File: config.mk
export PLATFORM = sky130hd
export DESIGN_NAME = vec_mem_sequencer
export DESIGN_NICKNAME = d
export VERILOG_FILES = /design/src/rtl/vec_mem_sequencer.sv
export SDC_FILE = /design/constraint.sdc
export NUM_CORES = 1
export LEC_CHECK = 0
export ABC_CLOCK_PERIOD_IN_PS = 3800
export BUFFER_PORTS_ARGS = -buffer_cell sky130_fd_sc_hd__clkbuf_2
export CORE_ASPECT_RATIO = 0.7
export CORE_MARGIN = 4
export CORE_UTILIZATION = 42
export DETAILED_ROUTE_END_ITERATION = 16
export PLACE_DENSITY = 0.76
export RECOVER_POWER = 25
export SYNTH_ARGS = -nofsm -noshare
export SYNTH_HDL_FRONTEND = slang
export SYNTH_SLANG_ARGS = --single-unit
File: constraint.sdc
create_clock -name clk -period 3.8 [get_ports clk]
set_input_delay 0.19 -clock clk [delete_from_list [all_inputs] [get_ports clk]]
set_output_delay 0.19 -clock clk [all_outputs]
set_load 0.05 [all_outputs]
File: src/rtl/vec_mem_sequencer.sv
// Vector load/store sequencer: stalls the pipeline, walks every lane through a mem_ready handshake, then pulses done.
// Optional watchdog abort is compiled in with `define VEC_SEQ_TIMEOUT_EN.
module vec_mem_sequencer #(
    parameter int LANES   = 4,
    parameter int ADDR_W  = 32,
    parameter int DATA_W  = 8,
    parameter int TIMEOUT = 16
) (
    input  logic                      clk,
    input  logic                      reset,
    input  logic                      start,
    input  logic [1:0]                cl_mem_op,
    input  logic [ADDR_W-1:0]         base_addr,
    input  logic [LANES*DATA_W-1:0]   vec_rdata,
    input  logic                      mem_ready,
    input  logic [DATA_W-1:0]         mem_rdata,
    output logic                      stall,
    output logic                      mem_re,
    output logic                      mem_we,
    output logic [ADDR_W-1:0]         mem_addr,
    output logic [DATA_W-1:0]         mem_wdata,
    output logic                      vec_wr_en,
    output logic [$clog2(LANES)-1:0]  lane_sel,
    output logic [DATA_W-1:0]         vec_wdata,
    output logic                      busy,
    output logic                      done,
    output logic                      err
);
    localparam int LANE_W = $clog2(LANES);
    localparam logic [LANE_W-1:0] LAST_LANE = LANE_W'(LANES - 1);

    typedef enum logic [1:0] {
        ST_IDLE   = 2'd0,
        ST_ACCESS = 2'd1,
        ST_DONE   = 2'd2
    } state_t;

    state_t              state_q, state_d;
    logic [LANE_W-1:0]   lane_q, lane_d;
    logic                store_q, store_d;
    logic [ADDR_W-1:0]   base_q, base_d;
    logic                op_valid;
    logic                stall_raw;

`ifdef VEC_SEQ_TIMEOUT_EN
    localparam int CNT_W = $clog2(TIMEOUT + 1);
    logic [CNT_W-1:0]    cnt_q, cnt_d;
    logic                err_q, err_d;
`endif

    assign op_valid = (cl_mem_op == 2'b01) || (cl_mem_op == 2'b10);

    always_comb begin
        state_d   = state_q;
        lane_d    = lane_q;
        store_d   = store_q;
        base_d    = base_q;
        stall_raw = 1'b0;
        mem_re    = 1'b0;
        mem_we    = 1'b0;
        mem_addr  = '0;
        mem_wdata = '0;
        vec_wr_en = 1'b0;
        lane_sel  = '0;
`ifdef VEC_SEQ_TIMEOUT_EN
        cnt_d     = cnt_q;
        err_d     = 1'b0;
`endif
        case (state_q)
            ST_IDLE: begin
                // Stall from the start cycle itself so decode holds the instruction.
                if (start && op_valid) begin
                    stall_raw = 1'b1;
                    state_d   = ST_ACCESS;
                    lane_d    = '0;
                    store_d   = (cl_mem_op == 2'b10);
                    base_d    = base_addr;
`ifdef VEC_SEQ_TIMEOUT_EN
                    cnt_d     = '0;
`endif
                end
            end
            ST_ACCESS: begin
                stall_raw = 1'b1;
                mem_re    = ~store_q;
                mem_we    = store_q;
                mem_addr  = base_q + ADDR_W'(lane_q);
                mem_wdata = vec_rdata[int'(lane_q)*DATA_W +: DATA_W];
                lane_sel  = lane_q;
                if (mem_ready) begin
                    vec_wr_en = ~store_q;
`ifdef VEC_SEQ_TIMEOUT_EN
                    cnt_d     = '0;
`endif
                    if (lane_q == LAST_LANE) begin
                        state_d = ST_DONE;
                    end else begin
                        lane_d = lane_q + 1'b1;
                    end
                end
`ifdef VEC_SEQ_TIMEOUT_EN
                else if (cnt_q == CNT_W'(TIMEOUT - 1)) begin
                    state_d = ST_IDLE;
                    err_d   = 1'b1;
                end else begin
                    cnt_d = cnt_q + 1'b1;
                end
`endif
            end
            ST_DONE: begin
                state_d = ST_IDLE;
            end
            default: begin
                state_d = ST_IDLE;
            end
        endcase
    end

    // Pipeline registers update on the falling edge; the sequencer follows suit.
    always_ff @(negedge clk or negedge reset) begin
        if (!reset) begin
            state_q <= ST_IDLE;
            lane_q  <= '0;
            store_q <= 1'b0;
`ifdef VEC_SEQ_TIMEOUT_EN
            cnt_q   <= '0;
            err_q   <= 1'b0;
`endif
        end else begin
            state_q <= state_d;
            lane_q  <= lane_d;
            store_q <= store_d;
`ifdef VEC_SEQ_TIMEOUT_EN
            cnt_q   <= cnt_d;
            err_q   <= err_d;
`endif
        end
    end

    // Base address is only observed in ACCESS, so it needs no reset.
    always_ff @(negedge clk) begin
        base_q <= base_d;
    end

    assign stall     = stall_raw & reset;
    assign busy      = (state_q != ST_IDLE);
    assign done      = (state_q == ST_DONE);
    assign vec_wdata = mem_rdata;

`ifdef VEC_SEQ_TIMEOUT_EN
    assign err = err_q;
`else
    logic unused_timeout;
    assign unused_timeout = (TIMEOUT > 0);
    assign err = 1'b0;
`endif

endmodule

# [After elaboration in Yosys (flattened, before gate mapping)]
# Cells that the tools add are included.
[word_totals] inputBits=78 out_inout_bits=57 ff_bits=37 word_cells=43
[classes] n_mux=17 eq_ne=9 reduce_logical=8 shift=1 addsub=2 bitwise=2
[ops] op="adder 32 x 2 -> 32 bit" n=1
[ops] op="two-way mux 32 bit" n=1
[ops] op="indexed part select 32 x 6 -> 8 bit" n=1
[ops] op="two-way mux 2 bit" n=7
[ops] op="two-way mux 8 bit" n=1
[ops] op="!= test 2 bit, second input constant" n=4
[ops] op="case mux 2 bit (2 select lines)" n=2
[ops] op="== test 2 bit, second input constant" n=3
[ops] op="two-way mux 1 bit" n=5
[ops] op="== test 2 x 1 -> 1 bit, second input constant" n=2
[ops] op="AND reduction 4 bit" n=1
[ops] op="nonzero test 2 bit" n=2
[ops] op="AND reduction 3 bit" n=1
[ops] op="adder 2 x 1 -> 2 bit, second input constant" n=1
[ops] op="zero test 2 bit" n=1
[ops] op="case mux 1 bit (2 select lines)" n=1
[ops] op="AND reduction 2 bit" n=1
[ops] op="bitwise AND 1 bit" n=1
[ops] op="logical AND 1 bit" n=1
[ops] op="logical OR 1 bit" n=1
[ops] op="inverter 1 bit" n=1

# [Longest topological paths before layout]
[logic_depth] depth_word=6 mapped_depth=8 depth_no_buf=7

==> results.md <==
- Worst-path clk slew: approximately 0.07 ns
- Vias in the first global route: 3387
- Core Area: about 0.0054 mm2
- Area growth syn-to-layout: 112%
- GPL Wtd Cong: between 0.8 and 0.9
- Critical-path cell list: ha_1, a21oi_2, or3_4, buf_6, or4_4, a21oi_4, buf_12
- CP Launch Type: flip-flop
- CP delay by family, top: simple AND/OR/NAND/NOR gates
- Nature of the critical path endpoint: output port
- Overflow after GRT: 0
- Hold Vio Cnt, Final: 0
- Peak fanout along the critical path: 6
- Worst Tran Pin Value: 0.561 ns
- Placed instance area: between 0.003 and 0.004 mm2
- Placed Instances: 471
- Final WL: between 10000 and 15000 um
- # DRC: 0
- # diodes: 0
- Worst skew pair latency: about 0.42 ns
- Final Power: 3.90 mW
- Worst Hold Slack: ~0.38 ns
- WP buf/inv: 2
- Outcome: finished, violations left
- Worst path max stage delay: 0.50 ns
- Count of cell types in the netlist: 39
- Post-synth EDFFs: 32
- Unrepaired setup endpoints after global routing: yes
- CTS Sinks: 37
- Final Skew: 0.105 ns
- Via count: approximately 3400
- Rows: 22
- Longest Clk Path Bufs: 2
- Seq/Total Area, Yosys: ~45%
- Non-filler cells in the finished layout: ~530
- Final Setup Violations: 40
- Wire length per cell: ~27 um
- Pwr Density: 756 mW/mm2
- Hold_buf cts: 0
- FILL cells: approximately 140
- Final core occ: between 90% and 100%
- GRT Overall Usage: about 33%
- CTS tree: built
- Worst EP required: approximately 3.6 ns
- Critical Path AT: 4.48 ns
- Initial DRT Pass Iterations: 5
- Worst hold-check path type: in -> out
- Footprint of the multi-input gates: approximately 0.0018 mm2
- PortBufs: around 120
- IR drop worst, VDD: 0.000604 V
- Die area: 0.00710 mm2
- Max Cap Viol: 0
- Die height: ~72 um
- Max H-tree Level: 2
- Slew Limit Headroom: between 60 and 70%
- Final net count: 542
- I/O pins: between 100 and 150
- Pleak: 2.22 nW
- Yosys warning count: 0
- Failing checks: negative setup slack
- Final instance area: 0.00516 mm2
- First DRT Iteration DRCs: between 300 and 400
- Post-Syn Area per Cell: 10.3 um2
- Cell Area, Synth: between 0.002 and 0.0025 mm2
- Mapped Cells: between 200 and 250
- Async SR Flop Fraction: between 10% and 20%
- First-pass GRT wire length: between 15000 and 20000 um
- Ys flop type: edfxtp_1
- Net Count, Synth: 320
- Post-route ant nets: 0
- Die width: between 90 and 100 um
- Slowest CP cell: or4_4
- CTS root buf: clkbuf_8
- Number of CTS-inserted buffers: 5
- Crit Path Category: reg -> out
- Share of layout cells above drive strength 1: 66.7%
- Final count of pins violating max slew: 0
- Initial antenna violation count: 0
- Worst Setup Slack, final: -0.870 ns
- DR vias/cell: 6.45
- Largest net degree at the start of global routing: 23
- Hpwl dp: ~6000 um
- Synth Register Bits: 37
- Initial Util: approximately 45%
- Register area: between 0.001 and 0.0015 mm2
-- sequential cells by signal, indices dropped and copies added (netlist names) --
signal   flops
base_q      32
lane_q       2
state_q      2
store_q      1
-- synth_stat cells (3+ instances only) --
library cell / n / share of area, %
and3_1: 3 / 0.77
mux4_2: 8 / 7.4
and2_1: 13 / 3.3
nand2_1: 19 / 2.9
nand4_1: 9 / 2.3
o31ai_1: 11 / 3.4
o21ai_0: 6 / 1.2
nor2b_1: 3 / 0.77
buf_4: 9 / 2.8
clkbuf_1: 9 / 1.4
or3_1: 7 / 1.8
nand3_1: 10 / 2.1
nor4_1: 4 / 1.0
xnor2_1: 6 / 2.2
nor2_1: 16 / 2.5
or4_1: 10 / 3.1
dfrtn_1: 5 / 5.1
and4_1: 4 / 1.4
ha_1: 4 / 2.1
inv_1: 7 / 1.1
xor2_1: 6 / 2.2
a21oi_1: 19 / 3.9
edfxtp_1: 32 / 39
-- cell type report --
| type | instances | share of cell area [%] |
|---|---|---|
| Clock buffer | 5 | 1.33 |
| Clock inverter | 35 | 3.37 |
| Inverter | 6 | 0.437 |
| Multi-Input combinational cell | 172 | 35.3 |
| Sequential cell | 37 | 21.1 |
| Tap cell | 72 | 1.75 |
| Timing Repair Buffer | 205 | 36.8 |
-- cells by family (layout without fill, tap and decap cells) --
kind of cell             count (synthesis)  after routing  share of synthesized area, %
XOR/XNOR                                12             12                          4.32
buffers and inverters                   28            251                          6.06
other                                    1              1                         0.154
adder cells (fa/ha/maj)                  5              5                          2.88
flip-flops                              37             37                          44.6
AND/OR/NAND/NOR                        106            106                          24.6
multiplexers                             9              9                          7.81
AO/OA/AOI/OAI                           39             39                          9.56
-- per-layer routing --
metal  global-route usage [%]  vias up  wire (um)
met5                        0        -          0
met4                     13.0        0       1130
met3                     8.75      115       1640
met2                     61.8      362       6950
met1                     34.6     1626       4660
li1                         -     1328          -
-- power by group --
part	total [mW]	switching, mW	internal, mW
registers	0.573	0.0601	0.513
logic	2.71	1.54	1.17
clock network	0.612	0.338	0.274
-- through the flow --
step           setup TNS, ns  setup WS (ns)
6_report              -21.90         -0.870
5_1_grt               -23.04         -0.905
4_1_cts               -16.07         -0.710
3_5_place_dp           -7.62         -0.471
3_3_place_gp           -6.69         -0.387
2_1_floorplan          -6.20         -0.452
-- worst paths after layout --
path                            slack [ns]         start  cells after the start            to
worst max register to register        2.10    state_q[0]                      5    base_q[27]
worst max-delay path                 -0.87     base_q[1]                      7  mem_addr[23]
worst min-delay path                  0.38  mem_rdata[3]                      0  vec_wdata[3]
max in group asynchronous             1.95         reset                      1     lane_q[1]
min in group asynchronous             1.54         reset                      1    state_q[0]
worst min register to register        0.55       store_q                      2       store_q
-- what timing repair did --
item	in CTS	in global routing
resized for setup	115	52
setup endpoints to repair	39	43
pin swaps	29	32
setup buffers	12	15
gates cloned	1	0
-- cells in the final DEF, fill, tap and decap left out, types with 3 or more instances in the layout --
cell,instances
buf_6,15
and2_1,4
xor2_2,3
ha_1,3
buf_8,16
nor4_2,3
o31ai_1,8
nor2_2,6
a21oi_4,16
edfxtp_1,32
nand3_1,5
nand3_4,3
clkbuf_16,10
xor2_4,3
and2_4,9
nand4_1,9
dfrtn_1,5
nand2_1,17
clkbuf_1,3
clkbuf_8,8
clkbuf_4,3
clkbuf_2,72
and4_1,3
inv_1,38
or3_4,7
buf_4,68
nor2_1,4
and3_1,3
o21ai_1,3
buf_12,13
mux4_2,8
xnor2_1,4
or4_4,11
o21ai_0,3
nor2_4,6
Note: power is estimated with default switching activity, not from simulation.
